### src/rtl/sram_axi_slave.sv
// sram_axi_slave
//   AXI4 slave that terminates one interconnect slave port onto a single-port
//   synchronous SRAM macro. One read or write burst is serviced at a time; the
//   SRAM is sequenced beat by beat and R/B responses are returned.
//
// Ports
//   ACLK, ARESETn              clock, asynchronous active-low reset
//   AW*/W*/B*                  AXI write address / data / response channels
//   AR*/R*                     AXI read address / data channels
//   CS, OE, WEB, A, DI         SRAM chip select, output enable, byte write
//                              enables (active low), word address, write data
//   DO                         SRAM read data, valid the cycle after a read edge
//                              and held until the next access
module sram_axi_slave #(
  parameter int IDW  = 8,
  parameter int AW   = 32,
  parameter int DW   = 32,
  parameter int LENW = 4,
  parameter int SAW  = 14
) (
  input  logic              ACLK,
  input  logic              ARESETn,
  // write address
  input  logic [IDW-1:0]    AWID,
  input  logic [AW-1:0]     AWADDR,
  input  logic [LENW-1:0]   AWLEN,
  input  logic [2:0]        AWSIZE,
  input  logic [1:0]        AWBURST,
  input  logic              AWVALID,
  output logic              AWREADY,
  // write data
  input  logic [DW-1:0]     WDATA,
  input  logic [DW/8-1:0]   WSTRB,
  input  logic              WLAST,
  input  logic              WVALID,
  output logic              WREADY,
  // write response
  output logic [IDW-1:0]    BID,
  output logic [1:0]        BRESP,
  output logic              BVALID,
  input  logic              BREADY,
  // read address
  input  logic [IDW-1:0]    ARID,
  input  logic [AW-1:0]     ARADDR,
  input  logic [LENW-1:0]   ARLEN,
  input  logic [2:0]        ARSIZE,
  input  logic [1:0]        ARBURST,
  input  logic              ARVALID,
  output logic              ARREADY,
  // read data
  output logic [IDW-1:0]    RID,
  output logic [DW-1:0]     RDATA,
  output logic [1:0]        RRESP,
  output logic              RLAST,
  output logic              RVALID,
  input  logic              RREADY,
  // SRAM
  output logic              CS,
  output logic              OE,
  output logic [DW/8-1:0]   WEB,
  output logic [SAW-1:0]    A,
  output logic [DW-1:0]     DI,
  input  logic [DW-1:0]     DO
);

  localparam int SW = DW / 8;
  localparam logic [SAW-1:0]  ONE_A = SAW'(1);
  localparam logic [LENW-1:0] ONE_L = LENW'(1);

  typedef enum logic [2:0] {
    S_IDLE    = 3'd0,
    S_RD_ADDR = 3'd1,
    S_RD_DATA = 3'd2,
    S_WR_DATA = 3'd3,
    S_WR_RESP = 3'd4
  } state_t;

  state_t          state, state_nxt;
  logic            last_grant_wr;   // 1 when the most recent grant went to write
  logic [LENW-1:0] cnt;
  logic            err;
  logic [IDW-1:0]  id_q;
  logic [SAW-1:0]  addr_q;
  logic [LENW-1:0] len_q;
  logic [1:0]      burst_q;

  logic            ar_grant, aw_grant, w_hs, r_hs, b_hs, beat_last;
  logic [SAW-1:0]  addr_step;

  // Size and the address bits outside the SRAM word range carry no meaning here.
  logic unused_bits;
  assign unused_bits = ^{AWSIZE, ARSIZE, AWADDR[AW-1:SAW+2], AWADDR[1:0],
                         ARADDR[AW-1:SAW+2], ARADDR[1:0]};

  // Round-robin between the two address channels: on contention the channel
  // that did not win last time is granted, so at most one READY is ever high.
  assign ar_grant  = (state == S_IDLE) && ARVALID && (!AWVALID || last_grant_wr);
  assign aw_grant  = (state == S_IDLE) && AWVALID && !ar_grant;
  assign w_hs      = (state == S_WR_DATA) && WVALID;
  assign r_hs      = (state == S_RD_DATA) && RREADY;
  assign b_hs      = (state == S_WR_RESP) && BREADY;
  assign beat_last = (cnt == len_q);
  // FIXED holds the address; INCR and WRAP both step one word, rolling over
  // naturally at the top of the SRAM word space.
  assign addr_step = (burst_q == 2'b00) ? addr_q : addr_q + ONE_A;

  always_ff @(posedge ACLK or negedge ARESETn) begin
    if (!ARESETn) begin
      state         <= S_IDLE;
      last_grant_wr <= 1'b1;
      cnt           <= '0;
      err           <= 1'b0;
    end else begin
      state <= state_nxt;
      if (ar_grant) last_grant_wr <= 1'b0;
      if (aw_grant) last_grant_wr <= 1'b1;
      if (ar_grant || aw_grant) cnt <= '0;
      else if (w_hs || (r_hs && !beat_last)) cnt <= cnt + ONE_L;
      if (aw_grant) err <= 1'b0;
      else if (w_hs && (WLAST != beat_last)) err <= 1'b1;
    end
  end

  // Burst context; only meaningful while a burst is active, so no reset.
  always_ff @(posedge ACLK) begin
    if (ar_grant) begin
      id_q    <= ARID;
      addr_q  <= ARADDR[SAW+1:2];
      len_q   <= ARLEN;
      burst_q <= ARBURST;
    end else if (aw_grant) begin
      id_q    <= AWID;
      addr_q  <= AWADDR[SAW+1:2];
      len_q   <= AWLEN;
      burst_q <= AWBURST;
    end else if (w_hs || (r_hs && !beat_last)) begin
      addr_q  <= addr_step;
    end
  end

  always_comb begin
    state_nxt = state;
    case (state)
      S_IDLE: begin
        if (ar_grant)      state_nxt = S_RD_ADDR;
        else if (aw_grant) state_nxt = S_WR_DATA;
      end
      S_RD_ADDR: state_nxt = S_RD_DATA;
      S_RD_DATA: if (r_hs) state_nxt = beat_last ? S_IDLE : S_RD_ADDR;
      // The burst ends at whichever comes first: WLAST or the final counted beat.
      S_WR_DATA: if (w_hs && (WLAST || beat_last)) state_nxt = S_WR_RESP;
      S_WR_RESP: if (b_hs) state_nxt = S_IDLE;
      default:   state_nxt = S_IDLE;
    endcase
  end

  always_comb begin
    ARREADY = ar_grant;
    AWREADY = aw_grant;
    WREADY  = 1'b0;
    BVALID  = 1'b0;
    BID     = '0;
    BRESP   = 2'b00;
    RVALID  = 1'b0;
    RID     = '0;
    RDATA   = '0;
    RRESP   = 2'b00;
    RLAST   = 1'b0;
    CS      = 1'b0;
    OE      = 1'b0;
    WEB     = {SW{1'b1}};
    A       = '0;
    DI      = '0;
    case (state)
      S_RD_ADDR: begin
        CS = 1'b1;
        OE = 1'b1;
        A  = addr_q;
      end
      S_RD_DATA: begin
        // Keep the read asserted at the same address so DO stays stable
        // while the master stalls.
        CS     = 1'b1;
        OE     = 1'b1;
        A      = addr_q;
        RVALID = 1'b1;
        RDATA  = DO;
        RID    = id_q;
        RLAST  = beat_last;
      end
      S_WR_DATA: begin
        WREADY = 1'b1;
        if (WVALID) begin
          CS  = 1'b1;
          WEB = ~WSTRB;
          A   = addr_q;
          DI  = WDATA;
        end
      end
      S_WR_RESP: begin
        BVALID = 1'b1;
        BID    = id_q;
        BRESP  = err ? 2'b10 : 2'b00;
      end
      default: ;
    endcase
  end

endmodule

### config.mk
export PLATFORM = sky130hd
export DESIGN_NAME = sram_axi_slave
export DESIGN_NICKNAME = d
export VERILOG_FILES = /design/src/rtl/sram_axi_slave.sv
export SDC_FILE = /design/constraint.sdc
export NUM_CORES = 1
export LEC_CHECK = 0
export ABC_AREA = 1
export CAP_MARGIN = 20
export CORE_AREA = 2 2 109 111
export CTS_CLUSTER_SIZE = 30
export DETAILED_ROUTE_END_ITERATION = 16
export DIE_AREA = 0 0 111 113
export GPL_TIMING_DRIVEN = 0
export PLACE_DENSITY_LB_ADDON = 0.3
export SYNTH_ARGS = -nofsm -noshare
export SYNTH_HDL_FRONTEND = slang
export SYNTH_SLANG_ARGS = --single-unit
### constraint.sdc
create_clock -name ACLK -period 2.38 [get_ports ACLK]
set_input_delay 0.238 -clock ACLK [delete_from_list [all_inputs] [get_ports ACLK]]
set_output_delay 0.238 -clock ACLK [all_outputs]
set_load 0.005 [all_outputs]
# ---- Yosys cells after proc, flatten, opt, wreduce, memory -nomap -nowiden
# Index checks and enable logic that the tools add are counted.
dict set report word_totals {
  inputBits 174
  regBits 37
  out_inout_bits 110
  word_cells 89
}
dict set report classes {
  muxes 41
  bitwise 1
  n_addsub 2
  n_reduce_logical 26
  n_eq_ne 11
}
# operator n
set ops {}
lappend ops {{32-bit 2-to-1 mux} 3}
lappend ops {{14-bit 2-to-1 mux} 5}
lappend ops {{8-bit 2-to-1 mux} 4}
lappend ops {{14-bit one-hot mux with 2 select lines} 1}
lappend ops {{4-bit 2-to-1 mux} 6}
lappend ops {{3-bit 2-to-1 mux} 5}
lappend ops {{3-bit one-hot mux with 5 select lines} 1}
lappend ops {{14-bit by 1-bit adder with 14-bit output (second input constant)} 1}
lappend ops {{1-bit 2-to-1 mux} 11}
lappend ops {{1-bit logical AND} 10}
lappend ops {{2-bit 2-to-1 mux} 4}
lappend ops {{3-bit by 2-bit == test with 1-bit output (second input constant)} 2}
lappend ops {{3-bit inequality test (second input constant)} 2}
lappend ops {{2-bit nonzero test} 3}
lappend ops {{4-bit by 1-bit adder with 4-bit output (second input constant)} 1}
lappend ops {{4-bit == test} 1}
lappend ops {{1-bit logical OR} 4}
lappend ops {{2-bit inequality test (second input constant)} 2}
lappend ops {{4-bit inverter} 1}
lappend ops {{4-bit AND reduction} 1}
lappend ops {{3-bit by 1-bit == test with 1-bit output (second input constant)} 1}
lappend ops {{3-bit == test (second input constant)} 1}
lappend ops {{1-bit logical NOT} 3}
lappend ops {{3-bit logical NOT} 1}
lappend ops {{other kinds (7)} 7}

# ---- Logic depth before layout (Yosys ltp)
# Gate-level depths: netlist of the first run.
dict set report depth {
  depth_word 8
  ltp_mapped 11
}

# ---- Worst setup path after synthesis of the first run
# No wires, ideal clock.
dict set report synth_timing {
  kind {reg-to-reg}
  start {register state[0]}
  end {register addr_q[0], enable pin}
  setup_slack_ns 0.391
  synth_period_minus_slack_ns 1.989
  path_stages_with_launch 8
  n_path_buf 0
  arrival_time_ns 1.635
  cell_sequence {dfrtp_1 -> nor2_4 -> nand2_4 -> a21oi_4 -> inv_2 -> nand3_1 -> nand2_1 -> inv_1}
}
dict set report synth_via {
  elab_chain_len 7
  elab_cells_between_ends 15
  classes_between {eq/ne (3); reduce/logical (12)}
}
# item line
set synth_rtl {}
lappend synth_rtl {{from (decl)} 78} ;# state_t state, state_nxt;
lappend synth_rtl {{from (signal assigned)} 114} ;# state <= state_nxt;
lappend synth_rtl {{3-bit logical NOT} {97, 98}}
lappend synth_rtl {{1-bit logical AND (2 in series)} 97} ;# assign ar_grant = (state == S_IDLE) && ARVALID && (!AWVALID || last_grant_wr);
lappend synth_rtl {{1-bit logical NOT} 98} ;# assign aw_grant = (state == S_IDLE) && AWVALID && !ar_grant;
lappend synth_rtl {{1-bit logical AND} 98}
lappend synth_rtl {{3-bit inequality test (no line) or 3-bit nonzero test (tied branches)} n/a}
lappend synth_rtl {{2-bit AND reduction (no line) *} n/a}
lappend synth_rtl {{to (signal assigned)} 128} ;# addr_q <= ARADDR[SAW+1:2];
lappend synth_rtl {{to (signal assigned)} 133} ;# addr_q <= AWADDR[SAW+1:2];
lappend synth_rtl {{to (signal assigned)} 137} ;# addr_q <= addr_step;
lappend synth_rtl {{to (decl)} 83} ;# logic [SAW-1:0] addr_q;
# Mark *: on every way between the ends. The rest lies on a longest branch, timed or not.
# A chain may end at the register's enable or synchronous reset.

# ---- Worst setup path in the final report of the first run
dict set report layout_timing {
  start {register last_grant_wr}
  end {output port ARREADY}
}
dict set report layout_via {
  elab_chain_len 2
}
# item line
set layout_rtl {}
lappend layout_rtl {{from (decl)} 79} ;# logic last_grant_wr;
lappend layout_rtl {{from (signal assigned)} 110} ;# last_grant_wr <= 1'b1;
lappend layout_rtl {{from (signal assigned)} 115} ;# if (ar_grant) last_grant_wr <= 1'b0;
lappend layout_rtl {{from (signal assigned)} 116} ;# if (aw_grant) last_grant_wr <= 1'b1;
lappend layout_rtl {{1-bit logical OR} 97}
lappend layout_rtl {{1-bit logical AND} 97}
lappend layout_rtl {{to (decl)} 49} ;# output logic ARREADY,
# Every way passes these cells.

==> results of run 1 <==
==> cell usage in the layout, fill, tap and decap left out, drive strengths merged, types with 3 or more instances in the layout <==
master / instances
buf: 16
clkbuf: 17
clkdlybuf4s50: 237
conb: 3
dfrtp: 8
edfxtp: 28
ha: 3
inv: 95
nand2: 175
nand3: 30
nand4: 6
nor2: 111
nor3: 4
o21ai: 9
xor2: 5
==> registers in the layout, indices dropped and copies added, names as in the netlist <==
register / cells
addr_q: 14
burst_q: 2
cnt: 4
err: 1
id_q: 8
last_grant_wr: 1
len_q: 4
state: 3
==> critical path: cells and delay by family (launching register included) <==
kind,cells,cell delay [ns]
AOI/OAI and AO/OA,1,0.16
buffers and inverters,4,0.90
DFF,1,0.51
and+or+nand+nor,1,0.21
==> Yosys cell counts (all sizes together) (4+ instances only) <==
master  count
edfxtp     28
clkbuf     10
nand2     175
nor2      111
nor3        4
xor2        5
buf        11
o21ai       9
dfrtp       8
nand3      30
inv        95
nand4       6
==> power by group <==
part	internal, W	switching, W
clock network	0.000523	0.000251
registers	0.00111	0.000182
logic	0.00154	0.00158
==> cells by family after synthesis <==
group                    after synthesis
other                                  1
flip-flops                            37
AO/OA/AOI/OAI                         13
XOR/XNOR                               5
AND/OR/NAND/NOR                      328
buffers and inverters                117
adder cells (fa/ha/maj)                3
==> per-stage QoR <==
step	setup WS [ns]	std cells
final	0.0651	899
after floorplan	0.391	506
after detailed placement	-0.330	886
after CTS	-0.0172	895
after global placement	-0.306	886
after global routing	-0.0559	899
==> per-layer routing <==
metal / vias up / share of wire [%] / track usage (%)
met5: - / 0 / 0
li1: 1992 / - / -
met1: 1722 / 40 / 19.4
met3: 10 / 6.0 / 3.16
met2: 134 / 52 / 31.9
met4: 0 / 1.5 / 4.33
==> what timing repair did <==
item	4_1_cts	5_1_grt
pin swaps	0	1
endpoints found under the setup margin	18	18
resized for setup	2	6
hold buffers	0	0
setup buffers	1	4
==> layout make-up <==
class / count / area (µm²)
inverters: 96 / 374
well taps: 143 / 179
plain buffers: 21 / 125
clock buffers: 7 / 143
flip-flops and latches: 37 / 1070
clock inverters: 1 / 30.0
repair buffers: 242 / 2410
multi-input cells: 352 / 1530
fillers: 1097 / 5410
==> worst min-delay path by stage <==
stage / cells after the start / to / slack [ns] / start
after floorplan: 0 / cnt[0] / -0.06 / ARESETn
after global placement: 2 / last_grant_wr / 0.49 / last_grant_wr
after detailed placement: 2 / last_grant_wr / 0.50 / last_grant_wr
after CTS: 1 / cnt[1] / 0.30 / ARESETn
after global routing: 1 / cnt[1] / 0.33 / ARESETn
final: 1 / cnt[1] / 0.28 / ARESETn
==> flow_metrics.tcl, run 1 <==
set metrics [dict create \
    r2r_end "addr_q[4]" \
    maxCapViolCount 0 \
    finalHoldViolations 0 \
    crit_path_start_kind "flip-flop" \
    irDropWorstVdd_mv 0.435 \
    synth_seq_area_share_pct 34.8 \
    cts-root-buf "clkbuf_16" \
    synth_cells 504 \
    power.leakage_nw 2.73 \
    synth_top_family_by_area "simple AND/OR/NAND/NOR gates" \
    max_stage_delay_ns 0.52 \
    synth_top_cell_by_area "edfxtp_1" \
    fin_util_pct 52.0 \
    synthAdderAreaFrac_pct 1.22 \
    cts_sinks 37 \
    design_area_um2 5860 \
    drt-pass1-iter-count 5 \
    core_um2 11300 \
    antennaDiodeCount 0 \
    path_class "reg -> out" \
    via_count 3858 \
    routed_wl_um 11100 \
    required_ns 2.14 \
    grt_pass1_wl_um 17200 \
    yosys_register_bits 37 \
    outcome "finished clean" \
    insertion_delay_ns 0.28 \
    yosysWarnings 0 \
    synth_compound_area_share_pct 2.65 \
    synth-async-reset-ratio_pct 24.3 \
    antenna_found_initial 0 \
    max_slew_margin_pct 62.6 \
    grt_max_degree 19 \
    worstRegToRegCells 9 \
    slowest_stage "clkdlybuf4s50_1" \
    num_io_pins 284 \
    route.detailed.drc 0 \
    holdWs_ns 0.279 \
    ys_types 30 \
    synth_edf_count 28 \
    period_share_pct 97.3 \
    synthTopCellsByArea "edfxtp_1, nand2_1, nor2_1" \
    fin_tns_setup_ns 0 \
    cp_max_fo 10 \
    crit_chain "inv_1 -> a21oi_1 -> inv_1 -> nor2_2 -> buf_4 -> clkdlybuf4s50_1" \
    total_power_w 0.00519 \
    clk_pin_slew_worst_paths_ns 0.06 \
    track_usage_pct 16.8 \
    clock_skew_ns 0.00712 \
    drt-vias-per-instance 4.29 \
    rsz0062_at_grt "true" \
    cp_common_cell "inv_1" \
    worst_slew_pin_slew_ns 0.560 \
    cts_tree "done" \
    synth_simple_gate_area_share_pct 44.0 \
    cts.path.max_buffers 2 \
    drive_above_1_share_pct 5.82 \
    powerDensity_nw_per_um2 885 \
    cp-endpoint "ARREADY" \
    place.gp.congestion 0.881 \
    netlist_area_um2 3060 \
    ant_nets 0 \
    finalMaxSlewViolations 0 \
    initial_utilization_pct 27.2 \
    cts_buffers 5 \
    layout.nets 932 \
    area_delta_synth_final_pct 91.2 \
    post_dp_cell_area_um2 5620 \
    globalRoute.totalOverflow 0 \
    grt_pass1_vias 3553 \
    dieArea_um2 12500 \
    rows 39 \
    fin_crit_ns 2.31 \
    synth_top_area_share_pct 27.4 \
    cp-startpoint "last_grant_wr" \
    synth-xor-area-share_pct 1.43 \
    syn-mean-instance-area_um2 6.08 \
    finalSetupViolations 0 \
    die_y_um 113 \
    synthMuxAreaShare_pct 0 \
    hp-class "in -> async" \
    fmax_ghz 0.432 \
    htree_levels 2 \
    rr_startpoint "state[2]" \
    hpwlAfterDp_um 9340 \
    wl_per_cell_um 12.4 \
    rrSetupSlack_ns 0.23 \
    drtIter0Drc 181 \
    cp_data_arrival_time_ns 2.08 \
    worstSetupEndpointType "output port" \
    die_x_um 111 \
    synthFlopType "edfxtp_1" \
    io_buffer_count 237 \
]
Note: power is estimated with default switching activity, not from simulation.
==> run 2: changes to the inputs <==
- CAP_MARGIN: 20 -> unset
- clock period: 2.38 -> 2.5 ns (I/O delays scaled with it)
==> flow_metrics.tcl, run 2 (synthesized netlist as in run 1, its figures left out) <==
set metrics [dict create \
    outcome "finished clean" \
    multi_input_area_um2 1530 \
    wl_per_cell_um 12.3 \
    largest_reg_flops 14 \
    path_class "reg -> out" \
    irDropWorstVdd_mv 0.413 \
    routed_wl_um 11100 \
    crit_path_start_kind "flip-flop" \
    fin_crit_ns 2.38 \
    ant_nets 0 \
    finalSetupViolations 0 \
    place.gp.congestion 0.881 \
    drt-pass1-iter-count 4 \
    cts.path.max_buffers 2 \
    clk_pin_slew_worst_paths_ns 0.06 \
    cts_sinks 37 \
    required_ns 2.25 \
    powerDensity_nw_per_um2 843 \
    final_common_cell "clkdlybuf4s50_1" \
    cts-root-buf "clkbuf_16" \
    grt_busiest_layer "met2" \
    die_y_um 113 \
    io_buffer_count 237 \
    route.detailed.drc 0 \
    cp_max_fo 10 \
    initial_utilization_pct 27.2 \
    cp_common_cell "inv_1" \
    hp-class "in -> async" \
    grt_use_met2_pct 31.7 \
    antenna_found_initial 0 \
    use_met3_pct 3.16 \
    insertion_delay_ns 0.28 \
    drt-vias-per-instance 4.27 \
    maxCapViolCount 0 \
    period_share_pct 95.1 \
    antennaDiodeCount 0 \
    worstSetupEndpointType "output port" \
    num-fill-cells 1101 \
    holdWs_ns 0.292 \
    max_slew_margin_pct 62.5 \
    rows 39 \
    final_cell_mix "clkdlybuf4s50_1, nand2_1, nor2_1" \
    path_buf_inv 4 \
    grt_max_degree 20 \
    fmax_ghz 0.421 \
    finalHoldViolations 0 \
    largest_registers "addr_q: 14 flops, id_q: 8 flops" \
    core_um2 11300 \
    layout.nets 930 \
    via_count 3834 \
    cts_tree "done" \
    max_stage_delay_ns 0.54 \
    dieArea_um2 12500 \
    grt_pass1_vias 3560 \
    power.leakage_nw 2.71 \
    grt_pass1_wl_um 17200 \
    htree_levels 2 \
    area_delta_synth_final_pct 90.1 \
    seq_area_um2 1070 \
    grt_use_met1_pct 19.4 \
    top_register "addr_q" \
    die_x_um 111 \
    dp.cells 886 \
    finalMaxSlewViolations 0 \
    track_usage_pct 16.8 \
    worst_slew_pin_slew_ns 0.561 \
    cts_buffers 5 \
    total_power_w 0.00491 \
    fin_cells 897 \
    drive_above_1_share_pct 5.31 \
    globalRoute.totalOverflow 0 \
    cpLargestDelayFamily "buffers and inverters" \
    num_io_pins 284 \
    rsz0062_at_grt "false" \
    drtIter0Drc 198 \
    cp_data_arrival_time_ns 2.13 \
    slowest_stage "clkdlybuf4s50_1" \
    hpwlAfterDp_um 9340 \
    clock_skew_ns 0.00727 \
    crit_chain "inv_1 -> a21oi_1 -> inv_1 -> nor2_2 -> buf_2 -> clkdlybuf4s50_1" \
]
-- run 2: cell count changes in the layout (fill, tap and decap cells not counted), sizes merged --
cell    previous run  this run
inv               95        96
buf               16        14
bufinv             2         1
-- run 2: area by class of cell --
cell class	instances	share of cell area, %
plain buffers	21	2.08
clock buffers	7	2.45
clock inverters	1	0.516
inverters	96	6.19
multi-input cells	352	26.3
flip-flops and latches	37	18.3
well taps	143	3.07
repair buffers	240	41.1
-- run 2: stage by stage --
stage,worst slack (ns),instance area [µm²],util (%),TNS [ns]
3_3_place_gp,-0.198,5620,49.9,-2.76
5_1_grt,0.0210,5820,51.7,0
2_1_floorplan,0.511,3070,-,0
3_5_place_dp,-0.222,5620,49.9,-3.10
6_report,0.123,5820,51.7,0
4_1_cts,0.0128,5800,51.5,0
-- run 2: per-layer routing --
metal	vias up	routed length (µm)
met5	-	0
met2	130	5810
met1	1703	4410
li1	1991	-
met4	0	169
met3	10	685
-- run 2: timing repair --
item,CTS,global route
resized for setup,1,1
endpoints found under the setup margin,1,23
hold buffers,0,0
setup buffers,0,3
pin swaps,0,1
-- run 2: path summary, 6_finish.rpt --
path	start	end	slack (ns)	depth (start not counted)
worst max-delay path	last_grant_wr	ARREADY	0.12	6
worst min-delay path	ARESETn	cnt[1]	0.29	1
worst max register to register	state[2]	addr_q[4]	0.42	8
worst min register to register	last_grant_wr	last_grant_wr	0.51	2
max in group asynchronous	ARESETn	last_grant_wr	1.87	1
min in group ACLK	WVALID	state[0]	0.48	4
-- run 2: power breakdown --
part	total [W]	switching (W)	internal (W)
combinational	0.00294	0.00149	0.00144
sequential	0.00123	0.000173	0.00106
clock	0.000738	0.000240	0.000498
total	0.00491	0.00190	0.00300
-- run 2: worst reg2reg max path, delay by kind of cell (launching register included) --
kind | cells | cell delay [ns]
flops | 1 | 0.39
buf+inv | 4 | 0.75
simple gates | 4 | 0.58
